--- src/rtl/serial_adder_pkg.sv ---
// Shared definitions for the bit-serial adder: FSM state encoding and default width.
package serial_adder_pkg;

    localparam int DEFAULT_WIDTH = 8;

    typedef enum logic [1:0] {
        IDLE = 2'd0,
        RUN  = 2'd1,
        DONE = 2'd2
    } state_t;

endpackage

--- src/rtl/full_adder.sv ---
// Single-bit full adder cell; the serial adder time-multiplexes one of these across all bits.
module full_adder (
    input  logic a,
    input  logic b,
    input  logic c_in,
    output logic s,
    output logic c_out
);

    assign s     = a ^ b ^ c_in;
    assign c_out = (a & b) | (c_in & (a ^ b));

endmodule

--- src/rtl/serial_adder.sv ---
// Bit-serial WIDTH-bit adder: operands are shifted LSB-first through one full_adder,
// with a carry flop closing the loop, and the result is offered over valid/ready.
module serial_adder
    import serial_adder_pkg::*;
#(
    parameter int WIDTH = DEFAULT_WIDTH
) (
    input  logic             clk,
    input  logic             rst_n,
    input  logic             in_valid,
    output logic             in_ready,
    input  logic [WIDTH-1:0] a,
    input  logic [WIDTH-1:0] b,
    input  logic             c_in,
    output logic             out_valid,
    input  logic             out_ready,
    output logic [WIDTH-1:0] sum,
    output logic             c_out
);

    localparam int               CNT_W    = $clog2(WIDTH);
    localparam logic [CNT_W-1:0] LAST_BIT = CNT_W'(WIDTH - 1);

    state_t           state;
    state_t           next_state;
    logic [WIDTH-1:0] a_sh;
    logic [WIDTH-1:0] b_sh;
    logic [WIDTH-1:0] sum_sh;
    logic             carry;
    logic [CNT_W-1:0] cnt;
    logic             fa_s;
    logic             fa_c;

    full_adder u_full_adder (
        .a     (a_sh[0]),
        .b     (b_sh[0]),
        .c_in  (carry),
        .s     (fa_s),
        .c_out (fa_c)
    );

    always_comb begin
        next_state = state;
        in_ready   = 1'b0;
        out_valid  = 1'b0;
        case (state)
            IDLE: begin
                in_ready = 1'b1;
                if (in_valid) begin
                    next_state = RUN;
                end
            end
            RUN: begin
                if (cnt == LAST_BIT) begin
                    next_state = DONE;
                end
            end
            DONE: begin
                out_valid = 1'b1;
                if (out_ready) begin
                    next_state = IDLE;
                end
            end
            default: begin
                next_state = IDLE;
            end
        endcase
    end

    // cnt saturates on the final bit so it never wraps past WIDTH-1
    always_ff @(posedge clk or negedge rst_n) begin
        if (!rst_n) begin
            state  <= IDLE;
            a_sh   <= '0;
            b_sh   <= '0;
            sum_sh <= '0;
            carry  <= 1'b0;
            cnt    <= '0;
        end else begin
            state <= next_state;
            case (state)
                IDLE: begin
                    if (in_valid) begin
                        a_sh  <= a;
                        b_sh  <= b;
                        carry <= c_in;
                        cnt   <= '0;
                    end
                end
                RUN: begin
                    sum_sh <= {fa_s, sum_sh[WIDTH-1:1]};
                    carry  <= fa_c;
                    a_sh   <= a_sh >> 1;
                    b_sh   <= b_sh >> 1;
                    if (cnt != LAST_BIT) begin
                        cnt <= cnt + CNT_W'(1);
                    end
                end
                default: begin
                end
            endcase
        end
    end

    assign sum   = sum_sh;
    assign c_out = carry;

endmodule

--- config.mk ---
export PLATFORM = sky130hd
export DESIGN_NAME = serial_adder
export DESIGN_NICKNAME = d
export VERILOG_FILES = /design/src/rtl/serial_adder_pkg.sv /design/src/rtl/full_adder.sv /design/src/rtl/serial_adder.sv
export SDC_FILE = /design/constraint.sdc
export NUM_CORES = 1
export LEC_CHECK = 0
export ABC_AREA = 1
export CAP_MARGIN = 5
export CORE_MARGIN = 1
export CORE_UTILIZATION = 53
export DETAILED_ROUTE_END_ITERATION = 10
export MAX_ROUTING_LAYER = met4
export PLACE_DENSITY = 0.85
export SLEW_MARGIN = 20
export SYNTH_ARGS = -nofsm -noshare
export SYNTH_HDL_FRONTEND = slang
export SYNTH_HIERARCHICAL = 1
export SYNTH_SLANG_ARGS = --single-unit
export TNS_END_PERCENT = 1
--- constraint.sdc ---
create_clock -name clk -period 3.3 [get_ports clk]
set_clock_uncertainty 0.05 [all_clocks]
set_input_delay 0.495 -clock clk [delete_from_list [all_inputs] [get_ports clk]]
set_output_delay 0.495 -clock clk [all_outputs]
set_load 0.05 [all_outputs]
After elaboration in Yosys (flattened, before gate mapping)
Cells that the tools add are included.
{ "word_totals": {"ff_bits": 30, "latch_bits": 0, "ramBits": 0, "rom_bits": 0, "in_bits": 21, "output_inout_bits": 11, "word_cells": 40, "memories": 0} }
{ "classes": {"add_sub_neg": 1, "multipliers": 0, "div_mod_pow": 0, "n_lt_le_gt_ge": 0, "n_eq_ne": 8, "n_shift": 0, "muxes": 15, "n_bitwise": 5, "n_reduce_logical": 5} }
{ "op_table": {"columns": ["operator", "n"], "rows": [
  ["$pmux W8 S2", 2],
  ["$mux W8", 2],
  ["$ne A2 B2 Y1 const B", 4],
  ["$mux W2", 3],
  ["$mux W3", 2],
  ["$pmux W2 S3", 1],
  ["$pmux W3 S2", 1],
  ["$reduce_and A3 Y1", 2],
  ["$add A3 B1 Y3 const B", 1],
  ["$eq A3 B3 Y1 const B", 1],
  ["$mux W1", 3],
  ["$ne A3 B3 Y1 const B", 1],
  ["$and A1 B1 Y1", 2],
  ["$eq A2 B1 Y1 const B", 1],
  ["$eq A2 B2 Y1 const B", 1],
  ["$logic_not A2 Y1", 1],
  ["$pmux W1 S2", 1],
  ["$reduce_and A2 Y1", 1],
  ["$reduce_bool A2 Y1", 1],
  ["$xor A1 B1 Y1", 2],
  ["$or A1 B1 Y1", 1]
]} }

Depth between registers and ports, before layout
Gate-level depths: netlist (run 1).
{ "depth": {"word_depth": 4, "mapped_depth": 7, "ltp_nobuf": 7} }

Hierarchy
Netlist (run 1), hierarchy kept.
{ "by_module_without_submodules": {"columns": ["module", "instances", "cells_each", "area_each_um2", "seq_area_each_um2"], "rows": [
  ["serial_adder", 1, 182, 1441.4, 750.7],
  ["full_adder", 1, 1, 20.0, 0.0]
]} }

Worst setup path before layout (run 1)
OpenSTA, ideal clock, no wires.
{ "synth_path": {"path_kind": "register to output", "from": "reg state[0]", "to": "out out_valid", "arrival_time_ps": 1285, "t_required_ps": 2755, "path_slack_ps": 1470, "stages_incl_launch_ff": 3, "path_cell_list": "dfrtp_1 -> buf_4 -> nor2_1"} }
{ "synth_between": {"elab_chain_cells": 2} }
{ "synth_lines": {"columns": ["element", "line_no", "text"], "rows": [
  ["from (decl)", "serial_adder.sv:24", "state_t state;"],
  ["from (signal assigned)", "serial_adder.sv:80", "state <= next_state;"],
  ["$eq A2 B2 Y1", "serial_adder.sv:46", "case (state)"],
  ["$mux W1", "serial_adder.sv:46", null],
  ["to (decl)", "serial_adder.sv:15", "output logic out_valid,"]
]} }
No other way between the ends.

Final worst setup path (run 1)
Same ends and word-level chain as after synthesis.

==> out/metrics.json, run 1 <==
{
  "place.gp.congestion": {"value": 0.770},
  "total_drc_errors_in_the_routed_layout": {"value": 0},
  "clk_pin_slew_worst_paths": {"value": 0.09, "unit": "ns"},
  "final_design_area_no_fill": {"value": 0.00181, "unit": "mm^2"},
  "powerDensity": {"value": 1030, "unit": "mW/mm^2"},
  "antennaDiodeCount": {"value": 0},
  "hold_end": {"value": "a_sh[7]"},
  "vias": {"value": 1258},
  "layout_min_cycle_time": {"value": 2.67, "unit": "ns"},
  "totalNegativeSetupSlack": {"value": 0, "unit": "ns"},
  "p_sw_frac": {"value": 0.480},
  "io_count": {"value": 32},
  "setup_viol": {"value": 0},
  "slew-limit-headroom": {"value": 0.432},
  "layout_common_cells": {"value": "96 x sky130_fd_sc_hd__nand2_1, 31 x sky130_fd_sc_hd__clkdlybuf4s50_1, 30 x sky130_fd_sc_hd__dfrtp_1, 22 x sky130_fd_sc_hd__nand3_1, 7 x sky130_fd_sc_hd__inv_1"},
  "number_of_distinct_standard_cells_referenced_by_the_synthesized_netlist": {"value": 16},
  "multi_input_area": {"value": 603, "unit": "um^2"},
  "worst_setup_path_end_kind": {"value": "output pin"},
  "report.final.hold_viol_count": {"value": 0},
  "grt_start_max_net_pins": {"value": 31},
  "drt-initial-drc-count": {"value": 26},
  "crit_fanout": {"value": 22},
  "drt_pass1_iterations": {"value": 4},
  "initial_core_util": {"value": 0.574},
  "critPathLaunchType": {"value": "flop"},
  "numPortBuffers": {"value": 31},
  "globalRouteTotalUtil": {"value": 0.233},
  "criticalPathCategory": {"value": "reg -> out"},
  "cts_resized": {"value": 0},
  "drt-wirelength-per-cell": {"value": 12.0, "unit": "um"},
  "placementRows": {"value": 18},
  "holdBufCountCts": {"value": 0},
  "max_cap_violations": {"value": 0},
  "cts.sink_count": {"value": 30},
  "cell_internal_pwr": {"value": 965, "unit": "uW"},
  "crit_path_start": {"value": "state[0]"},
  "cp.required": {"value": 2.75, "unit": "ns"},
  "synth_sequential_area_ratio": {"value": 0.514},
  "design.final.nets": {"value": 237},
  "setup.reg_to_reg.worst_slack": {"value": 1.09, "unit": "ns"},
  "first_global_vias": {"value": 1106},
  "clk_latency": {"value": 0.34, "unit": "ns"},
  "die_width": {"value": 54.5, "unit": "um"},
  "seq_power_share": {"value": 0.365},
  "core_area": {"value": 0.00254, "unit": "mm^2"},
  "nFillCells": {"value": 214},
  "floorplan.die_area": {"value": 0.00297, "unit": "mm^2"},
  "crit-reg2reg-capture": {"value": "sum[1]"},
  "run_status": {"value": "finished, final reports clean"},
  "achievable_clock_frequency": {"value": 374, "unit": "MHz"},
  "critical_path_s_largest_stage_delay": {"value": 0.83, "unit": "ns"},
  "viasPerCell": {"value": 5.16},
  "final_common_cell": {"value": "sky130_fd_sc_hd__nand2_1"},
  "crit_chain": {"value": "nor2_1, clkdlybuf4s50_1"},
  "detail-route-antenna-nets": {"value": 0},
  "timing_max_transition_violations_final": {"value": 0},
  "grt_pass1_wl": {"value": 4570, "unit": "um"},
  "p_sw": {"value": 889, "unit": "uW"},
  "synth_fp_nets": {"value": 207},
  "cts_tree": {"value": "built"},
  "layout_worst_path_cycle_share": {"value": 0.809},
  "cts_buffers": {"value": 5},
  "worstHoldPathCells": {"value": 2},
  "arrival_time_of_the_worst_setup_path": {"value": 2.13, "unit": "ns"},
  "drive_above_1_share": {"value": 0.0654},
  "hold_class": {"value": "reg -> reg"},
  "synth_seq_cells": {"value": 30},
  "synth.cell_area": {"value": 0.00146, "unit": "mm^2"},
  "startpoint_of_the_worst_slack_reg_to_reg_timing_path": {"value": "state[0]"},
  "yosys_warnings": {"value": 6},
  "power_frac_clock": {"value": 0.129},
  "synthCells": {"value": 183},
  "antenna_violations_before_repair": {"value": 0},
  "wl": {"value": 2940, "unit": "um"},
  "grt_overflow": {"value": 0},
  "syn2layout_area_growth": {"value": 23.6, "unit": "%"},
  "htree_levels": {"value": 2},
  "hp-start": {"value": "a_sh[7]"},
  "crit_path_top_delay_cell": {"value": "sky130_fd_sc_hd__clkdlybuf4s50_1"},
  "vdd.ir_drop.worst": {"value": 0.878, "unit": "mV"},
  "cts_root_buf": {"value": "sky130_fd_sc_hd__clkbuf_4"},
  "clock_path_buffers": {"value": 2},
  "register_area": {"value": 751, "unit": "um^2"},
  "cts_post_setup_buffers_inserted": {"value": 0},
  "total_leakage_power": {"value": 0.953, "unit": "nW"},
  "rsz0062_at_grt": {"value": "false"},
  "die_h": {"value": 54.5, "unit": "um"},
  "reg2regPathDepth": {"value": 2},
  "postPlaceCellArea": {"value": 0.00174, "unit": "mm^2"},
  "synth_area_per_cell": {"value": 7.99, "unit": "um^2"},
  "power.share.combinational": {"value": 0.506},
  "timing_worst_slew_pin_value": {"value": 0.849, "unit": "ns"},
  "place.detailed.hpwl": {"value": 1950, "unit": "um"}
}
-- how the worst max path moves through the flow --
stage	to	slack, ns	cells after the start
4_1_cts	out_valid	0.64	2
5_1_grt	out_valid	0.53	2
2_1_floorplan	out_valid	1.47	2
3_5_place_dp	out_valid	1.01	2
3_3_place_gp	out_valid	1.02	2
6_report	out_valid	0.63	2
-- critical path: cells and delay by family (launching register included) --
family | cells | cell delay [ns]
buffers and inverters | 1 | 0.83
AND/OR/NAND/NOR | 1 | 0.27
flip-flops | 1 | 0.69
-- synthesized netlist by cell type --
library cell / count / area [um^2]
sky130_fd_sc_hd__nand3_2: 1 / 10.0
sky130_fd_sc_hd__nor2_1: 4 / 15.0
sky130_fd_sc_hd__fa_1: 1 / 20.0
sky130_fd_sc_hd__inv_2: 2 / 7.51
sky130_fd_sc_hd__nand3_1: 22 / 110
sky130_fd_sc_hd__o21ai_4: 1 / 16.3
sky130_fd_sc_hd__a21oi_1: 3 / 15.0
sky130_fd_sc_hd__inv_1: 7 / 26.3
sky130_fd_sc_hd__buf_4: 4 / 30.0
sky130_fd_sc_hd__o21ai_0: 4 / 20.0
sky130_fd_sc_hd__buf_2: 2 / 10.0
sky130_fd_sc_hd__ha_1: 2 / 25.0
sky130_fd_sc_hd__buf_6: 3 / 33.8
sky130_fd_sc_hd__nor2_4: 1 / 11.3
sky130_fd_sc_hd__dfrtp_1: 30 / 751
sky130_fd_sc_hd__nand2_1: 96 / 360
-- layout make-up --
| class | instances | area share |
|---|---|---|
| flip-flops and latches | 30 | 0.416 |
| multi-input cells | 135 | 0.334 |
| repair buffers | 32 | 0.176 |
| clock buffers | 6 | 0.0284 |
| well taps | 30 | 0.0208 |
| inverters | 9 | 0.0187 |
| clock inverters | 2 | 0.00693 |
-- sequential cells by signal, summed over array words and instances, names as in the netlist --
| signal | cells |
|---|---|
| a_sh | 8 |
| c_out | 1 |
| b_sh | 8 |
| sum | 8 |
| cnt | 3 |
| state | 2 |
-- kinds of logic after synthesis --
group | count (synthesis) | synth area share
compound gates | 8 | 0.0351
fa+ha+maj | 3 | 0.0308
buf+inv | 18 | 0.0736
flops | 30 | 0.514
simple gates | 124 | 0.347
-- per-stage QoR --
stage	utilization	setup slack, ns	instances	power [mW]	hold slack [ns]
CTS	0.710	0.636	244	1.86	0.439
detailed placement	0.685	1.01	236	1.62	0.414
finish	0.710	0.629	244	1.85	0.436
global route	0.710	0.533	244	2.00	0.455
floorplan	-	1.47	183	1.39	0.149
global placement	0.685	1.02	236	1.58	0.403
-- power by group through the flow --
stage | Combinational (mW) | Clock [mW] | Sequential (mW)
after floorplan | 0.565 | 0 | 0.825
after global placement | 0.904 | 0 | 0.671
after detailed placement | 0.942 | 0 | 0.682
after CTS | 0.948 | 0.241 | 0.676
after global routing | 1.04 | 0.253 | 0.702
final | 0.938 | 0.239 | 0.676
-- routing by layer --
| layer | vias up | global-route usage | wire length, um |
|---|---|---|---|
| met5 | - | - | 0 |
| li1 | 630 | - | - |
| met1 | 580 | 0.267 | 1290 |
| met2 | 41 | 0.378 | 1410 |
| met3 | 7 | 0.0611 | 169 |
| met4 | 0 | 0.115 | 62 |
Power figures use the tool's default switching activity.
==> run 2, diff against run 1 <==
CORE_UTILIZATION = 45   (was 53)
PLACE_DENSITY = 0.77   (was 0.85)
clock period = 2.15 ns   (was 3.3 ns; I/O delays follow)
==> run 2 against run 1 <==
Against the previous run: sequential share of layout area shrank 1.1 points; register-to-register slack worse by 0.40 ns; worst hold slack lost 0.098 ns.
==> out/metrics.json, run 2 (synthesis results as in run 1) <==
{
  "antenna_violations_before_repair": {"value": 0},
  "final_design_area_no_fill": {"value": 0.00185, "unit": "mm^2"},
  "critPathLaunchType": {"value": "flop"},
  "crit_buf_inv": {"value": 1},
  "layout_common_cells": {"value": "96 x sky130_fd_sc_hd__nand2_1, 30 x sky130_fd_sc_hd__dfrtp_1, 29 x sky130_fd_sc_hd__clkdlybuf4s50_1, 22 x sky130_fd_sc_hd__nand3_1, 7 x sky130_fd_sc_hd__inv_1"},
  "cts_buffers": {"value": 5},
  "clk_latency": {"value": 0.33, "unit": "ns"},
  "cts_post_setup_buffers_inserted": {"value": 0},
  "core_area": {"value": 0.00308, "unit": "mm^2"},
  "utilization": {"value": 0.602},
  "achievable_clock_frequency": {"value": 523, "unit": "MHz"},
  "globalRouteTotalUtil": {"value": 0.181},
  "numPortBuffers": {"value": 31},
  "total_drc_errors_in_the_routed_layout": {"value": 0},
  "drive_above_1_share": {"value": 0.0791},
  "layout_min_cycle_time": {"value": 1.91, "unit": "ns"},
  "viasPerCell": {"value": 4.74},
  "die_h": {"value": 59.0, "unit": "um"},
  "setup.reg_to_reg.worst_slack": {"value": 0.69, "unit": "ns"},
  "fin_cells": {"value": 259},
  "place.detailed.hpwl": {"value": 1810, "unit": "um"},
  "syn2layout_area_growth": {"value": 26.9, "unit": "%"},
  "cts_root_buf": {"value": "sky130_fd_sc_hd__clkbuf_4"},
  "vias": {"value": 1227},
  "io_count": {"value": 32},
  "setup_viol": {"value": 0},
  "wl": {"value": 2700, "unit": "um"},
  "run_status": {"value": "finished, final reports clean"},
  "cts_tree": {"value": "built"},
  "drt-wirelength-per-cell": {"value": 10.4, "unit": "um"},
  "criticalPathCategory": {"value": "reg -> out"},
  "final_common_cell": {"value": "sky130_fd_sc_hd__nand2_1"},
  "initial_core_util": {"value": 0.475},
  "slew-limit-headroom": {"value": 0.671},
  "grt_pass1_wl": {"value": 4530, "unit": "um"},
  "detail-route-antenna-nets": {"value": 0},
  "die_width": {"value": 59.0, "unit": "um"},
  "crit-reg2reg-capture": {"value": "b_sh[6]"},
  "clk_pin_slew_worst_paths": {"value": 0.09, "unit": "ns"},
  "layout_worst_path_cycle_share": {"value": 0.889},
  "placementRows": {"value": 20},
  "crit_path_start": {"value": "c_out"},
  "cts_resized": {"value": 0},
  "design.final.nets": {"value": 240},
  "place_worst_setup_slack": {"value": 0.592, "unit": "ns"},
  "vdd.ir_drop.worst": {"value": 0.709, "unit": "mV"},
  "cts.sink_count": {"value": 30},
  "critical_path_s_largest_stage_delay": {"value": 0.82, "unit": "ns"},
  "clock_path_buffers": {"value": 2},
  "total_power": {"value": 2.83, "unit": "mW"},
  "report.final.hold_viol_count": {"value": 0},
  "grt_overflow": {"value": 0},
  "total_leakage_power": {"value": 0.973, "unit": "nW"},
  "max_cap_violations": {"value": 0},
  "floorplan.die_area": {"value": 0.00348, "unit": "mm^2"},
  "antennaDiodeCount": {"value": 0},
  "holdBufCountCts": {"value": 0},
  "hold_class": {"value": "in -> async"},
  "timing.critical_path.max_delay_family": {"value": "buffers and inverters"},
  "drt_pass1_iterations": {"value": 4},
  "first_global_vias": {"value": 1067},
  "drt-initial-drc-count": {"value": 52},
  "timing_max_transition_violations_final": {"value": 0},
  "finalWorstSetupSlack": {"value": 0.239, "unit": "ns"},
  "postPlaceCellArea": {"value": 0.00180, "unit": "mm^2"},
  "grt_start_max_net_pins": {"value": 31},
  "timing_worst_slew_pin_value": {"value": 0.493, "unit": "ns"},
  "reg2regPathDepth": {"value": 7},
  "timing.hold.ws": {"value": 0.338, "unit": "ns"},
  "htree_levels": {"value": 2},
  "worst_setup_path_end_kind": {"value": "output pin"},
  "startpoint_of_the_worst_slack_reg_to_reg_timing_path": {"value": "state[1]"},
  "crit_chain": {"value": "clkdlybuf4s50_1"},
  "powerDensity": {"value": 1530, "unit": "mW/mm^2"},
  "arrival_time_of_the_worst_setup_path": {"value": 1.54, "unit": "ns"},
  "rsz0062_at_grt": {"value": "false"},
  "totalNegativeSetupSlack": {"value": 0, "unit": "ns"},
  "crit_path_top_delay_cell": {"value": "sky130_fd_sc_hd__clkdlybuf4s50_1"},
  "cp.required": {"value": 1.78, "unit": "ns"},
  "crit_fanout": {"value": 3},
  "place.gp.congestion": {"value": 0.787},
  "placed_cells": {"value": 253}
}
==> run 2: cell count changes in the layout (fill, tap and decap cells not counted) <==
cell                              previous run  this run
sky130_fd_sc_hd__clkinv_2                    1         0
sky130_fd_sc_hd__clkinvlp_4                  1         0
sky130_fd_sc_hd__buf_12                      0         2
sky130_fd_sc_hd__buf_4                       1         4
sky130_fd_sc_hd__clkdlybuf4s50_1            31        29
==> run 2: per-layer routing <==
layer  global-route usage  up-vias  routed length, um
li1                     -      633                  -
met5                    -        -                  0
met1                0.235      549               1260
met4               0.0510        0                 38
met3               0.0590        4                203
met2                0.273       41               1200
==> run 2: final cells by class <==
class                           instances  area, um^2
Inverter                                9        33.8
Timing Repair Buffer                   35         360
Multi-Input combinational cell        135         603
Fill cell                             291        1220
Clock buffer                            6        51.3
Sequential cell                        30         751
Tap cell                               44        55.1
==> run 2: worst max-delay path by stage <==
stage / cells past startpoint / endpoint / slack, ns
3_3_place_gp: 1 / sum[7] / 0.61
4_1_cts: 1 / c_out / 0.23
2_1_floorplan: 2 / out_valid / 0.49
6_report: 1 / c_out / 0.24
5_1_grt: 1 / c_out / 0.20
3_5_place_dp: 1 / c_out / 0.59
==> run 2: report_power, final <==
group | switching [mW] | internal (mW)
registers | 0.183 | 0.825
clock network | 0.180 | 0.147
logic | 0.951 | 0.547
total | 1.31 | 1.52
